==> src/rtl/pong_pkg.sv <==
// Shared encodings and score helpers for the pong game-flow controller.
package pong_pkg;

    localparam int unsigned BCD_DIGIT_W = 4;
    localparam int unsigned SCORE_BCD_W = 2 * BCD_DIGIT_W;
    localparam int unsigned SCORE_BIN_W = 7;
    localparam int unsigned SCORE_MAX   = 99;

    typedef enum logic [1:0] {
        ST_NEWGAME = 2'd0,
        ST_PLAY    = 2'd1,
        ST_NEWBALL = 2'd2,
        ST_OVER    = 2'd3
    } game_state_e;

    typedef enum logic [1:0] {
        WIN_NONE = 2'd0,
        WIN_P1   = 2'd1,
        WIN_P2   = 2'd2
    } winner_e;

    // Binary score after one point, saturating at the 2-digit display maximum.
    function automatic logic [SCORE_BIN_W-1:0] score_next(input logic [SCORE_BIN_W-1:0] b);
        return (b >= SCORE_BIN_W'(SCORE_MAX)) ? b : b + SCORE_BIN_W'(1);
    endfunction

endpackage

==> src/rtl/pong_bcd_score.sv <==
// Two-digit BCD score counter with a parallel binary copy for the win compare.
module pong_bcd_score
    import pong_pkg::*;
(
    input  logic                   clk,
    input  logic                   reset,
    input  logic                   clr,
    input  logic                   inc,
    output logic [SCORE_BCD_W-1:0] bcd,
    output logic [SCORE_BIN_W-1:0] bin
);

    logic [BCD_DIGIT_W-1:0] ones_q, ones_d;
    logic [BCD_DIGIT_W-1:0] tens_q, tens_d;
    logic [SCORE_BIN_W-1:0] bin_q, bin_d;
    logic                   at_max_c;

    assign at_max_c = (tens_q == BCD_DIGIT_W'(9)) && (ones_q == BCD_DIGIT_W'(9));

    // Ones wrap 9->0 with carry; the whole score holds once it reads 99.
    always_comb begin
        ones_d = ones_q;
        tens_d = tens_q;
        bin_d  = bin_q;
        if (clr) begin
            ones_d = '0;
            tens_d = '0;
            bin_d  = '0;
        end else if (inc && !at_max_c) begin
            bin_d = score_next(bin_q);
            if (ones_q == BCD_DIGIT_W'(9)) begin
                ones_d = '0;
                tens_d = tens_q + BCD_DIGIT_W'(1);
            end else begin
                ones_d = ones_q + BCD_DIGIT_W'(1);
            end
        end
    end

    always_ff @(posedge clk or negedge reset) begin
        if (!reset) begin
            ones_q <= '0;
            tens_q <= '0;
            bin_q  <= '0;
        end else begin
            ones_q <= ones_d;
            tens_q <= tens_d;
            bin_q  <= bin_d;
        end
    end

    assign bcd = {tens_q, ones_q};
    assign bin = bin_q;

endmodule

==> src/rtl/pong_game_ctrl.sv <==
// Pong game-flow FSM: new game, play, serve delay, game over; owns scores and winner.
// Optional PONG_SERVE_BTN_EN: serve waits for a start press after the serve delay.
module pong_game_ctrl
    import pong_pkg::*;
#(
    parameter int unsigned WIN_SCORE    = 11,
    parameter int unsigned SERVE_FRAMES = 120,
    parameter int unsigned OVER_FRAMES  = 180,
    parameter int unsigned TMR_W        = 8
) (
    input  logic       clk,
    input  logic       reset,
    input  logic       start,
    input  logic       refresh_tick,
    input  logic       pts_1,
    input  logic       pts_2,
    output logic       gra_still,
    output logic [1:0] game_state,
    output logic [7:0] score1_bcd,
    output logic [7:0] score2_bcd,
    output logic [1:0] winner
);

    game_state_e            state_q, state_d;
    winner_e                winner_q, winner_d;
    logic [TMR_W-1:0]       timer_q, timer_d;
    logic                   start_q;
    logic                   gra_still_q, gra_still_d;
    logic                   start_rise_c;
    logic                   clr_c, inc1_c, inc2_c;
    logic [SCORE_BIN_W-1:0] bin1_c, bin2_c;

    assign start_rise_c = start & ~start_q;

    always_comb begin
        state_d  = state_q;
        winner_d = winner_q;
        timer_d  = timer_q;
        clr_c    = 1'b0;
        inc1_c   = 1'b0;
        inc2_c   = 1'b0;
        unique case (state_q)
            ST_NEWGAME: begin
                if (start_rise_c) begin
                    clr_c    = 1'b1;
                    winner_d = WIN_NONE;
                    state_d  = ST_NEWBALL;
                    timer_d  = TMR_W'(SERVE_FRAMES);
                end
            end
            // Player 1 has priority when both point strobes arrive together.
            ST_PLAY: begin
                if (pts_1) begin
                    inc1_c = 1'b1;
                    if (32'(score_next(bin1_c)) == WIN_SCORE) begin
                        winner_d = WIN_P1;
                        state_d  = ST_OVER;
                        timer_d  = TMR_W'(OVER_FRAMES);
                    end else begin
                        state_d = ST_NEWBALL;
                        timer_d = TMR_W'(SERVE_FRAMES);
                    end
                end else if (pts_2) begin
                    inc2_c = 1'b1;
                    if (32'(score_next(bin2_c)) == WIN_SCORE) begin
                        winner_d = WIN_P2;
                        state_d  = ST_OVER;
                        timer_d  = TMR_W'(OVER_FRAMES);
                    end else begin
                        state_d = ST_NEWBALL;
                        timer_d = TMR_W'(SERVE_FRAMES);
                    end
                end
            end
            ST_NEWBALL: begin
`ifdef PONG_SERVE_BTN_EN
                if (timer_q == '0) begin
                    if (start_rise_c) begin
                        state_d = ST_PLAY;
                    end
                end else if (refresh_tick) begin
                    timer_d = timer_q - TMR_W'(1);
                end
`else
                if (refresh_tick) begin
                    if (timer_q <= TMR_W'(1)) begin
                        timer_d = '0;
                        state_d = ST_PLAY;
                    end else begin
                        timer_d = timer_q - TMR_W'(1);
                    end
                end
`endif
            end
            ST_OVER: begin
                if (refresh_tick) begin
                    if (timer_q <= TMR_W'(1)) begin
                        timer_d = '0;
                        state_d = ST_NEWGAME;
                    end else begin
                        timer_d = timer_q - TMR_W'(1);
                    end
                end
            end
            default: state_d = ST_NEWGAME;
        endcase
        gra_still_d = (state_d != ST_PLAY);
    end

    always_ff @(posedge clk or negedge reset) begin
        if (!reset) begin
            state_q     <= ST_NEWGAME;
            winner_q    <= WIN_NONE;
            timer_q     <= '0;
            start_q     <= 1'b0;
            gra_still_q <= 1'b1;
        end else begin
            state_q     <= state_d;
            winner_q    <= winner_d;
            timer_q     <= timer_d;
            start_q     <= start;
            gra_still_q <= gra_still_d;
        end
    end

    pong_bcd_score u_score1 (
        .clk   (clk),
        .reset (reset),
        .clr   (clr_c),
        .inc   (inc1_c),
        .bcd   (score1_bcd),
        .bin   (bin1_c)
    );

    pong_bcd_score u_score2 (
        .clk   (clk),
        .reset (reset),
        .clr   (clr_c),
        .inc   (inc2_c),
        .bcd   (score2_bcd),
        .bin   (bin2_c)
    );

    assign gra_still  = gra_still_q;
    assign game_state = state_q;
    assign winner     = winner_q;

endmodule

==> config.mk <==
export PLATFORM = sky130hd
export DESIGN_NAME = pong_game_ctrl
export DESIGN_NICKNAME = d
export VERILOG_FILES = /design/src/rtl/pong_pkg.sv /design/src/rtl/pong_bcd_score.sv /design/src/rtl/pong_game_ctrl.sv
export SDC_FILE = /design/constraint.sdc
export NUM_CORES = 1
export LEC_CHECK = 0
export BUFFER_PORTS_ARGS = -buffer_cell sky130_fd_sc_hd__buf_2
export CAP_MARGIN = 20
export CORE_ASPECT_RATIO = 1.25
export CORE_UTILIZATION = 51
export DETAILED_ROUTE_END_ITERATION = 16
export PLACE_DENSITY = 0.77
export SYNTH_ARGS = -nofsm -noshare
export SYNTH_HDL_FRONTEND = slang
export SYNTH_SLANG_ARGS = --single-unit
==> constraint.sdc <==
create_clock -name clk -period 2.75 [get_ports clk]
set_input_delay 0.275 -clock clk [delete_from_list [all_inputs] [get_ports clk]]
set_output_delay 0.275 -clock clk [all_outputs]
set_load 0.01 [all_outputs]
==> results <==
- The flow ran to the end, and the final reports show no timing, DRC or antenna violations.
- The floorplan has 28 rows.
- The power spent charging and discharging nets is 489 uW.
- The count of final hold-check violations was 0.
- Setup repair after global routing left no endpoint under its margin.
- The congestion estimate from routability-driven global placement came to 0.814.
- Per report_power, the combinational group accounts for 19.5% of the total.
- The number of DRC violations after detailed-routing iteration 0 is 199.
- The count of antenna diodes in the layout is 0.
- Adding up every negative setup slack in the final design gives 0 ns.
- The number of different library cells used by synthesis comes to 51.
- The worst clock skew on the final layout is 0.00711 ns.
- The initial core utilization is 53.6%.
- The first-pass GRT wire length is 9180 um.
- The die covers 5300 um^2.
- In this run the post-CTS setup repair buffer count came out at 0.
- Entering global routing, the biggest net connects 45 pins.
- The leftover overflow at the end of global routing is 0.
- The clock insertion delay at the later pin of the skew report is 0.30 ns.
- The critical path is of the flop to flop type.
- The arrival time reported for the critical path endpoint is 2.47 ns.
- In this run the power density over the cells is 530 nW/um^2.
- During I/O placement, the number of pins put on the boundary was 27.
- The design area is 2880 um^2.
- Yosys mapped a number of flops with a built-in enable equal to 0.
- The number of nets with antenna violations after detailed routing is 0.
- Buffers placed on the I/O ports in this run total 26.
- The average wire per standard cell is 15.0 um.
- In the post-route analysis, the smallest setup slack over all paths is 0.467 ns.
- The number of fill cells in the layout is 437.
- The placed instance area is 2750 um^2.
- For the worst setup path, the data required time is 2.94 ns.
- Yosys printed 0 warnings.
- In the synthesized netlist the async set-or-reset flop fraction comes to 100%.
- The H-tree generated during clock tree synthesis spans 2 levels.
- On the worst path, the slowest cell contributes a delay of 0.48 ns.
- After detailed routing, the number of vias per cell comes to 5.99.
- The final routed wirelength across all metal layers is 5510 um.
- Based on the critical path, the design can be clocked at up to 438 MHz.
- The tree built by TritonCTS fans out to 44 sinks.
- After clock tree synthesis, the flow added hold-fix buffers numbering 0.
- The startpoint kind of the worst setup timing path is a flop.
- The clock passes through at most 2 buffers.
- Of the post-synthesis cell area, the dominant cell type holds 42.1%.
- The path class of the tightest hold or removal check is primary input to flop.
- Summing all flip-flop and latch instances after layout gives 1100 um^2.
- The number of slew-limit violations in the final report is 0.
- The post-CTS resize count is 0.
- The cell at the root of the clock tree is clkbuf_8.
- The smallest clock period supported by the final layout is computed as 2.28 ns.
- Net switching is 32.0% of the power.
- For the pin with the worst max-slew slack, the measured transition is 0.773 ns.
- The clock tree from TritonCTS is built.
- After clock tree synthesis, the clock-pin slew on the worst setup and hold paths is 0.09 ns.
- The number of clock buffers added by TritonCTS is 5.
- The internal portion of the total power is 1.04 mW.
- The cell family contributing the most delay on the critical path is simple AND/OR/NAND/NOR gates.
- The signal on the critical path passes through ha_1 > and4_4 > or4_4 > nor4_4 > nand3_2 > a32o_1.
- Along the worst path, the maximum fanout reaches 6.
- The design draws 1.53 mW.
- Summed over all cells, the static leakage comes to 1.29 nW.
- The final layout contains 325 nets.
- The area growth from synthesis to layout is 12.7%.
- The relative contribution of the clock network to total power is 28.6%.
- The mean cell area of the mapped netlist is 9.16 um^2.
- The number of global-route vias before repair is 2018.
- For this run, the leading register cell type out of synthesis is dfrtp_1.
- In this run the vertical extent of the chip is 81.1 um.
- The cell type contributing the most total cell area after synthesis is dfrtp_1.
- Global routing used 22.1% of the available tracks.
- The core region is 4760 um^2.
- The number of buffers and inverters on the critical path is 0.
- The final cell utilization of the core is 60.5%.
- Counting every net in the synthesized netlist gives 297.
- The width of the chip is 65.3 um.
- The part of the Yosys area used for sequential elements is 43.1%.
- The number of antenna violations at the first check in global routing was 0.
- Yosys attributes the largest share of cell area to dfrtp_1, ha_1, nand2_1.
- In this run the cell area of the synthesized design comes to 2550 um^2.
- STA classifies the critical path endpoint as a flop.
- Across the run, the number of max-cap violations was 0.
- The maximum VDD drop is 0.415 mV.
- The sum of net half-perimeters after detailed placement is 3930 um.
- dfrtp_1 is the most common cell in the netlist.
- For this run, design rule violations remaining after detail routing come to 0.
- In the synthesized netlist, the cells that appear most often are dfrtp_1, nand2_1, o21ai_0.
- At the placement stage, the worst setup path has a slack of 0.466 ns.
- The total vias in the final route is 2204.
- The post-route netlist has 15.9% of its cells at a drive strength greater than 1.
- Counting every instance in the synthesized netlist gives 279.
- The part of the power in registers is 51.9%.
- The critical-path cell with the highest stage delay is or4_4.
- The final period utilization is 83.0%.
- In this run, synthesis produced a sequential element count of 44.
- The worst slew slack as a fraction of its limit is 47.7%.
- The first-pass iteration count of the detailed router is 4.
- Setup violations remaining at the end of the flow were counted as 0.
- The multi-input combinational cells in the finished layout cover a total of 1370 um^2.
[layout by cell type (no fill, tap or decap), types with 2 or more instances in the layout]
cell,netlist,final
and2_1,5,5
or3_1,3,3
nand3_1,13,13
nor4_1,2,2
o41ai_1,2,2
mux2i_1,5,5
nand4_1,4,4
xor2_1,4,4
nor2b_1,3,3
clkbuf_8,0,6
a21oi_1,10,10
buf_2,0,26
o21ai_0,23,23
clkinvlp_4,0,2
nand3b_1,5,5
a31o_2,2,2
nor2_1,22,22
a31oi_1,6,6
a41oi_1,2,2
nand2b_1,4,4
buf_4,0,3
nor3_1,9,9
dfrtp_1,43,43
nand2_1,33,33
o21a_1,2,2
and3b_1,2,2
and3_1,4,4
ha_1,12,12
xnor2_1,4,4
o31ai_1,11,11
inv_1,11,11
[cell families after synthesis]
family | count (synthesis) | share of synthesized area [%]
AO/OA/AOI/OAI | 69 | 17.7
buffers and inverters | 21 | 3.09
adder cells (fa/ha/maj) | 12 | 5.88
XOR/XNOR | 8 | 2.74
multiplexers | 6 | 2.40
AND/OR/NAND/NOR | 119 | 25.1
flip-flops | 44 | 43.1
[stage by stage]
step / hold slack (ns) / std cells
after detailed placement: 0.420 / 358
after global routing: 0.102 / 368
after CTS: 0.106 / 366
after floorplan: -0.0206 / 279
after global placement: 0.407 / 358
final: 0.105 / 368
[power by group through the flow]
stage / clock, mW / sequential, mW / combinational (mW)
final: 0.437 / 0.793 / 0.297
after global routing: 0.463 / 0.809 / 0.342
after CTS: 0.442 / 0.793 / 0.294
after detailed placement: 0 / 0.806 / 0.292
after global placement: 0 / 0.802 / 0.285
after floorplan: 0 / 0.787 / 0.215
[sequential cells by signal, indices dropped and copies added, names as in the netlist]
register / flops
timer_q: 8
u_score1.bin: 7
u_score2.bin: 7
u_score1.ones_q: 4
u_score1.tens_q: 4
u_score2.ones_q: 4
u_score2.tens_q: 4
game_state: 2
winner: 2
gra_still: 1
start_q: 1
[final cells by class]
type	count	share of cell area, %
Multi-Input combinational cell	214	47.7
Sequential cell	44	38.3
Timing Repair Buffer	31	6.60
Clock buffer	6	2.87
Tap cell	60	2.61
Inverter	11	1.43
Clock inverter	2	0.521
[worst paths after layout]
| check | from | endpoint | slack, ns | depth (start not counted) |
|---|---|---|---|---|
| hold reg to reg | timer_q[4] | timer_q[4] | 0.54 | 2 |
| hold / removal | start | start_q | 0.11 | 1 |
| setup reg to reg | u_score2.bin[0] | timer_q[3] | 0.47 | 6 |
| setup / recovery | u_score2.bin[0] | timer_q[3] | 0.47 | 6 |
| max in group asynchronous | reset | gra_still | 1.70 | 3 |
| min in group asynchronous | reset | timer_q[4] | 0.48 | 2 |
[per-layer routing]
layer	vias up	global-route usage, %	wire (um)
met3	7	3.37	125
met4	0	8.04	70
li1	1074	-	-
met1	1087	27.5	2540
met2	36	38.5	2770
met5	-	0	0
(Power assumes the default switching activity.)
